<file path="config.mk">
export PLATFORM = sky130hd
export DESIGN_NAME = instr_encoder
export DESIGN_NICKNAME = d
export VERILOG_FILES = /design/src/rtl/instr_encoder.sv
export SDC_FILE = /design/constraint.sdc
export NUM_CORES = 1
export LEC_CHECK = 0
export CAP_MARGIN = 5
export CORE_MARGIN = 1
export CORE_UTILIZATION = 42
export DETAILED_ROUTE_END_ITERATION = 16
export GPL_TIMING_DRIVEN = 0
export PLACE_DENSITY_LB_ADDON = 0.1
export SLEW_MARGIN = 20
export SYNTH_ARGS = -nofsm -noshare
export SYNTH_HDL_FRONTEND = slang
export SYNTH_SLANG_ARGS = --single-unit
</file>
<file path="constraint.sdc">
create_clock -name clk -period 5.44 [get_ports clk]
set_input_delay 0.544 -clock clk [delete_from_list [all_inputs] [get_ports clk]]
set_output_delay 0.544 -clock clk [all_outputs]
set_load 0.02 [all_outputs]
</file>
<file path="src/rtl/instr_encoder.sv">
// MIPS-style instruction encoder: packs request fields into a 32-bit word, writes it to instruction memory.
// Latency: word registered one cycle after handshake; in_ready drops in WRITE, when full, or during flush.
`timescale 1ns/1ps

module instr_encoder #(
  parameter logic [31:0] BASE_ADDR = 32'h0000_0000,
  parameter int          DEPTH     = 256
) (
  input  logic        clk,
  input  logic        rst,
  input  logic        in_valid,
  output logic        in_ready,
  input  logic [4:0]  in_kind,
  input  logic [4:0]  in_rs,
  input  logic [4:0]  in_rt,
  input  logic [4:0]  in_rd,
  input  logic [4:0]  in_shamt,
  input  logic [5:0]  in_funct,
  input  logic [15:0] in_imm,
  input  logic [25:0] in_target,
  input  logic        flush,
  output logic        mem_we,
  output logic [31:0] mem_addr,
  output logic [31:0] mem_wdata,
  input  logic        mem_ack,
  output logic        full,
  output logic        err_illegal,
  output logic [8:0]  word_count
);

  typedef enum logic [0:0] {
    IDLE  = 1'b0,
    WRITE = 1'b1
  } state_t;

  typedef struct packed {
    logic       legal;
    logic [5:0] op;
  } op_lookup_t;

  localparam logic [4:0] K_RTYPE   = 5'd0;
  localparam logic [4:0] K_LUI     = 5'd7;
  localparam logic [4:0] K_J       = 5'd18;
  localparam logic [4:0] K_JAL     = 5'd19;
  localparam logic [8:0] DEPTH_CNT = 9'(DEPTH);

  state_t      state_q, state_d;
  logic [8:0]  word_count_q, word_count_d;
  logic [31:0] mem_addr_q, mem_addr_d;
  logic [31:0] mem_wdata_q, mem_wdata_d;
  logic        err_illegal_q, err_illegal_d;

  op_lookup_t  lookup;
  logic [31:0] enc_word;
  logic [31:0] next_addr;
  logic        accept;

  function automatic op_lookup_t lookup_op(input logic [4:0] kind);
    op_lookup_t r;
    r.legal = 1'b1;
    r.op    = 6'b000000;
    case (kind)
      5'd0:    r.op = 6'b000000;
      5'd1:    r.op = 6'b001000;
      5'd2:    r.op = 6'b001001;
      5'd3:    r.op = 6'b001101;
      5'd4:    r.op = 6'b001100;
      5'd5:    r.op = 6'b001010;
      5'd6:    r.op = 6'b001011;
      5'd7:    r.op = 6'b001111;
      5'd8:    r.op = 6'b100011;
      5'd9:    r.op = 6'b101011;
      5'd10:   r.op = 6'b100001;
      5'd11:   r.op = 6'b100101;
      5'd12:   r.op = 6'b100000;
      5'd13:   r.op = 6'b100100;
      5'd14:   r.op = 6'b101000;
      5'd15:   r.op = 6'b101001;
      5'd16:   r.op = 6'b000100;
      5'd17:   r.op = 6'b000101;
      5'd18:   r.op = 6'b000010;
      5'd19:   r.op = 6'b000011;
      default: r.legal = 1'b0;
    endcase
    return r;
  endfunction

  always_comb begin
    lookup = lookup_op(in_kind);
    case (in_kind)
      K_RTYPE:    enc_word = {lookup.op, in_rs, in_rt, in_rd, in_shamt, in_funct};
      K_J, K_JAL: enc_word = {lookup.op, in_target};
      K_LUI:      enc_word = {lookup.op, 5'b00000, in_rt, in_imm};
      default:    enc_word = {lookup.op, in_rs, in_rt, in_imm};
    endcase
  end

  assign next_addr = BASE_ADDR + {21'b0, word_count_q, 2'b00};
  assign full      = (word_count_q == DEPTH_CNT);
  assign in_ready  = (state_q == IDLE) && !full && !flush;
  assign accept    = in_valid && in_ready;

  always_comb begin
    state_d       = state_q;
    word_count_d  = word_count_q;
    mem_addr_d    = mem_addr_q;
    mem_wdata_d   = mem_wdata_q;
    err_illegal_d = 1'b0;
    case (state_q)
      IDLE: begin
        // flush wins over a simultaneous request because in_ready is already low
        if (flush) begin
          word_count_d = 9'd0;
        end else if (accept) begin
          if (lookup.legal) begin
            mem_wdata_d = enc_word;
            mem_addr_d  = next_addr;
            state_d     = WRITE;
          end else begin
            err_illegal_d = 1'b1;
          end
        end
      end
      WRITE: begin
        if (mem_ack) begin
          word_count_d = word_count_q + 9'd1;
          state_d      = IDLE;
        end
      end
      default: state_d = IDLE;
    endcase
  end

  always_ff @(posedge clk) begin
    if (rst) begin
      state_q       <= IDLE;
      word_count_q  <= 9'd0;
      mem_addr_q    <= BASE_ADDR;
      mem_wdata_q   <= 32'd0;
      err_illegal_q <= 1'b0;
    end else begin
      state_q       <= state_d;
      word_count_q  <= word_count_d;
      mem_addr_q    <= mem_addr_d;
      mem_wdata_q   <= mem_wdata_d;
      err_illegal_q <= err_illegal_d;
    end
  end

  assign mem_we      = (state_q == WRITE);
  assign mem_addr    = mem_addr_q;
  assign mem_wdata   = mem_wdata_q;
  assign err_illegal = err_illegal_q;
  assign word_count  = word_count_q;

endmodule
</file>
-- Word level (Yosys, flattened, before mapping)
Index checks and enable logic that the tools add are counted.
- $lt $le $gt $ge: 0
- multiply operators: 0
- add/sub/neg operators: 1
- bitwise operators: 3
- multiplexer cells: 12
- div/mod/pow operators: 0
- reductions and logical operators: 11
- shifts and indexed selects: 0
- eq/ne operators: 22
- operators by type and width (operator ; number):
    $pmux W6 S19 ; 1
    $pmux W26 S3 ; 1
    $eq A5 B4 Y1 const B ; 8
    $eq A5 B3 Y1 const B ; 4
    $eq A5 B5 Y1 const B ; 4
    $reduce_or A20 Y1 ; 1
    $mux W9 ; 2
    $pmux W9 S2 ; 1
    $eq A5 B2 Y1 const B ; 2
    $add A9 B1 Y9 const B ; 1
    $eq A9 B9 Y1 const B ; 1
    $mux W1 ; 6
    $eq A5 B1 Y1 const B ; 1
    $logic_not A5 Y1 ; 1
    $ne A2 B2 Y1 const B ; 2
    $reduce_and A4 Y1 ; 1
    $reduce_or A4 Y1 ; 1
    $logic_and A1 B1 Y1 ; 3
    $not A1 Y1 ; 3
    $logic_not A1 Y1 ; 2
    $pmux W1 S2 ; 1
    $reduce_and A2 Y1 ; 1
    $reduce_or A2 Y1 ; 1
- bits in latches: 0
- word-level logic and storage cells: 54
- ROM bits: 0
- memories kept: 0
- register bits: 52
- memory bits (writable): 0

-- Depth between registers and ports, before layout
- depth after elaboration: 8
- depth in mapped cells: 8

-- Worst setup path before layout
Ideal clock, no wire load.
- kind: register to output
- start: register word_count_q[0], in the netlist word_count[0]
- end: output in_ready
- stages on the path, launching flop included: 6
- setup slack: 3.274 ns
- arrival time: 1.622 ns
- path buffers: 0
- cell sequence: dfxtp_1 inv_1 ha_1 nand4bb_1 nor2_1 nor3_1
- word-level cells in the longest chain between the ends: 4
- ends and longest elaborated chain (item ; RTL line ; RTL):
    start, declared ; 48 ; logic [8:0] word_count_q, word_count_d;
    start signal, assigned ; 143 ; word_count_q <= word_count_d;
    $eq A9 B9 Y1 ; 99 ; assign full = (word_count_q == DEPTH_CNT);
    net full ; 26 ; output logic full,
    $logic_not A1 Y1 ; 100 ; assign in_ready = (state_q == IDLE) && !full && !flush;
    $logic_and A1 B1 Y1 (2 in a row) ; 100 ;
    end, declared ; 12 ; output logic in_ready,
The timed path passes the listed nets, and every way through them passes these cells.

-- Worst setup path after layout
- start: register word_count_q[0], in the netlist word_count[0]
- end: output in_ready
- word-level cells in the longest chain between the ends: 4
- ends and longest elaborated chain (item ; RTL line):
    $eq A9 B9 Y1 ; 99
    $logic_not A1 Y1 ; 100
    $logic_and A1 B1 Y1 (2 in a row) ; 100
No other way between the ends.

==> results.md <==
Status:
- The run finished with clean final reports.

Place:
- The cell total after placement is 547.
- The placed cell area is 4210 um^2.
- In this run the tool buffered the top-level ports with 127 buffer cells.
- The HPWL reported at the end of detailed placement is 6080 um.
- The congestion estimate from routability-driven global placement came to 0.886.

Flow run:
- The tool flagged a number of max-cap violations equal to 0.

Worst hold path:
- The worst hold path belongs to the class reg2reg.

Floorplan:
- The horizontal extent of the die is 83.1 um.
- Row generation in the floorplan step produced 29 rows.
- Measured along the y axis, the die boundary spans 83.1 um.
- The placeable core region is 6350 um^2.
- The initial utilization of the core area, before any placement, comes to 0.435.
- 155 I/O pins were placed.
- The die area is 6900 um^2.

Routing:
- The wire length reported by the detailed router is 7920 um.
- The number of violations reported at the end of detailed-routing iteration 0 is 103.
- The routed length per placed instance is 14.3 um.
- The detailed-route via count is 2836.
- The final antenna-violating net count is 0.
- The detailed-router iteration count before antenna repair is 4.
- The number of design rule violations left after detail routing is 0.
- The number of vias per cell is 5.11.

Timing:
- The final worst-path cycle share is 0.513.
- At the pin with the least slew margin, the transition time is 0.713 ns.
- The setup total negative slack is 0 ns.
- The headroom to the max-slew limit is 0.525.
- The number of hold violations in the final report is 0.
- The minimum period implied by the final worst setup slack is 2.79 ns.
- Setup repair after global routing left no endpoint under its margin.
- Setup violations remaining at the end of the flow were counted as 0.
- For the final database, setup skew stands at 0.00676 ns.
- For this run, the top clock speed supported by timing is 358 MHz.
- The final max-slew violation count was 0.

Clock network:
- The number of setup buffers added after CTS is 0.
- Hold repair after CTS inserted 0 buffers.
- After clock tree synthesis, the clock-pin slew on the worst setup and hold paths is 0.10 ns.
- The largest buffer count on any clock path is 2.
- TritonCTS built the clock tree.
- CTS built an H-tree with a depth of 2.
- Counting the buffers created by CTS gives 5.
- The clock drives 51 sinks.
- At the later pin of the worst-skew pair, clock insertion delay measures 0.31 ns.
- The root buffer cell chosen for the clock tree is sky130_fd_sc_hd__clkbuf_8.
- The number of cells upsized or downsized after cts is 0.

Synth:
- The share of flip-flops with an asynchronous set or reset is 0.
- After synthesis the netlist holds a flip-flop and latch count of 51.
- The cell type contributing the most total cell area after synthesis is sky130_fd_sc_hd__dfxtp_1.
- The area share of the largest cell type after synthesis is 0.370.
- The number of standard cells after synthesis is 320.
- For this run, the register share of the synthesized area comes to 0.370.
- Ranked by total cell area, the synthesized netlist is headed by sky130_fd_sc_hd__dfxtp_1 (37%), sky130_fd_sc_hd__a211oi_2 (8.6%), sky130_fd_sc_hd__buf_4 (6.8%), sky130_fd_sc_hd__nor2_1 (6.3%), sky130_fd_sc_hd__a221oi_1 (5.7%).
- The netlist area before placement is 2760 um^2.
- The top flip-flop cell by instance count after synthesis is sky130_fd_sc_hd__dfxtp_1.
- The synthesized area per cell is 8.63 um^2.
- Yosys instantiated no cell more often than sky130_fd_sc_hd__dfxtp_1.
- The count of cell types in the netlist is 46.
- The number of enable-type register cells in the synthesized netlist is 0.
- Counting instances in the post-synthesis netlist gives the leading cell types as sky130_fd_sc_hd__dfxtp_1 (51), sky130_fd_sc_hd__nor2_1 (46), sky130_fd_sc_hd__nand2_1 (40).
- During synthesis, Yosys emitted a total of 0 warnings.

Final layout:
- From synthesis to final layout, the design area changed by 55.9%.
- In the final design database the tool counted 557 nets.
- The final antenna diode count is 0.
- After routing the design area is 4300 um^2.
- The non-filler instance count after layout is 555.
- Of the cells placed in the final design, the portion with a size suffix greater than 1 is 0.157.

Critical path:
- On the worst path, the slowest cell contributes a delay of 0.67 ns.
- The worst register-to-register path has a setup slack of 3.42 ns.
- At the worst endpoint, the required time is 4.90 ns.
- The element type at the critical path end is an output port.
- The data arrival time at the worst-slack endpoint is 2.25 ns.
- The critical path goes through inv_1 -> ha_1 -> nand4bb_1 -> nor2_1 -> nor3_1 -> clkdlybuf4s50_1.
- The maximum fanout along the worst path is 5.
- The worst reg-to-reg path cell count is 7.
- The end point of the critical path is in_ready.
- The slowest library cell on the worst path is sky130_fd_sc_hd__clkdlybuf4s50_1.
- The critical path launch point type is a flip-flop.
- The startpoint of the lowest-slack register-to-register path is word_count[0]$_SDFFE_PP0P_.
- The critical path starts at word_count[0]$_SDFFE_PP0P_.
- In this run the critical register-to-register path is captured at mem_wdata[9]$_SDFFE_PP0P_.
- The critical path class is reg2out.

Pwr:
- The maximum ir drop on the vdd rail is 0.000108 V.
- In this run the static leakage power is 0.00163 uW.
- Dividing total power by cell area gives a power density of 195 nW/um^2.
- Summing internal, switching and leakage power gives 837 uW.

GRT:
- The number of global-route vias before repair is 2634.
- The total routing usage reported by global routing is 0.228.
- For this run the aggregate overflow at the end of global routing stands at 0.
- Entering global routing, the biggest net connects 17 pins.
- The initial antenna violation count is 0.
- The first global-routing pass estimated 12900 um of wire.
[final cells by class]
cell class / instances / area, um^2
Fill cell: 564 / 2050
Clock buffer: 5 / 68.8
Tap cell: 77 / 96.3
Timing Repair Buffer: 127 / 1270
Sequential cell: 51 / 1020
Multi-Input combinational cell: 238 / 1490
Clock inverter: 3 / 20.0
Inverter: 5 / 18.8
Buffer: 49 / 322
[placed cells by master (no fill, tap or decap), types with 3 or more instances in the layout]
cell type	instances
sky130_fd_sc_hd__a211oi_1	5
sky130_fd_sc_hd__a211oi_2	19
sky130_fd_sc_hd__a21oi_1	15
sky130_fd_sc_hd__a221oi_1	18
sky130_fd_sc_hd__a221oi_2	3
sky130_fd_sc_hd__a31oi_1	3
sky130_fd_sc_hd__and3_1	3
sky130_fd_sc_hd__buf_2	11
sky130_fd_sc_hd__buf_4	25
sky130_fd_sc_hd__buf_6	4
sky130_fd_sc_hd__clkbuf_1	8
sky130_fd_sc_hd__clkbuf_8	5
sky130_fd_sc_hd__clkdlybuf4s50_1	127
sky130_fd_sc_hd__conb_1	24
sky130_fd_sc_hd__dfxtp_1	51
sky130_fd_sc_hd__inv_1	5
sky130_fd_sc_hd__mux2i_1	7
sky130_fd_sc_hd__nand2_1	40
sky130_fd_sc_hd__nand2b_1	3
sky130_fd_sc_hd__nand3_1	3
sky130_fd_sc_hd__nand4_1	3
sky130_fd_sc_hd__nor2_1	46
sky130_fd_sc_hd__nor3_1	12
sky130_fd_sc_hd__o21ai_0	3
sky130_fd_sc_hd__xnor2_1	3
[worst min-delay path by stage]
stage	startpoint	to	depth (start not counted)
global route	mem_addr[3]$_SDFFE_PP0P_	mem_addr[3]$_SDFFE_PP0P_	2
CTS	mem_addr[5]$_SDFFE_PP0P_	mem_addr[5]$_SDFFE_PP0P_	2
floorplan	mem_addr[2]$_SDFFE_PP0P_	mem_addr[2]$_SDFFE_PP0P_	2
global placement	mem_addr[9]$_SDFFE_PP0P_	mem_addr[9]$_SDFFE_PP0P_	2
finish	mem_addr[10]$_SDFFE_PP0P_	mem_addr[10]$_SDFFE_PP0P_	2
detailed placement	mem_addr[5]$_SDFFE_PP0P_	mem_addr[5]$_SDFFE_PP0P_	2
[sequential cells by signal, summed over array words and instances, names as in the netlist]
signal,cells
word_count,9
mem_addr,9
mem_we,1
err_illegal,1
mem_wdata,31
[worst max-delay path, delay by kind of cell (launching register included)]
kind | cells | cell delay [ns]
buffers and inverters | 2 | 0.77
adder cells (fa/ha/maj) | 1 | 0.21
flip-flops | 1 | 0.43
AND/OR/NAND/NOR | 3 | 0.53
[per-layer routing]
metal,GRT usage,wire [um]
met1,0.296,3590
met2,0.382,3680
met3,0.0596,586
met4,0.0486,71
met5,0,0
[where the power goes]
| group | internal [uW] | leakage [uW] | switching [uW] |
|---|---|---|---|
| Combinational | 116 | 0.00118 | 108 |
| Clock | 89.7 | 0.0000402 | 128 |
| Sequential | 388 | 0.000415 | 7.84 |
[cell families (layout without fill, tap and decap cells)]
| kind of cell | count (synthesis) | in the layout | synth area share |
|---|---|---|---|
| compound gates | 76 | 76 | 0.250 |
| simple gates | 123 | 123 | 0.201 |
| mux | 8 | 8 | 0.0295 |
| fa+ha+maj | 2 | 2 | 0.00906 |
| buf+inv | 54 | 189 | 0.123 |
| other cells | 1 | 24 | 0.00136 |
| xor+xnor | 5 | 5 | 0.0159 |
| flops | 51 | 51 | 0.370 |
[stage by stage]
| step | setup slack [ns] | hold WS [ns] | util |
|---|---|---|---|
| after CTS | 2.65 | 0.464 | 0.678 |
| after detailed placement | 2.72 | 0.450 | 0.664 |
| final | 2.65 | 0.462 | 0.678 |
| after floorplan | 3.27 | 0.533 | - |
| after global routing | 2.49 | 0.486 | 0.678 |
| after global placement | 2.75 | 0.444 | 0.664 |
(Power assumes the default switching activity.)
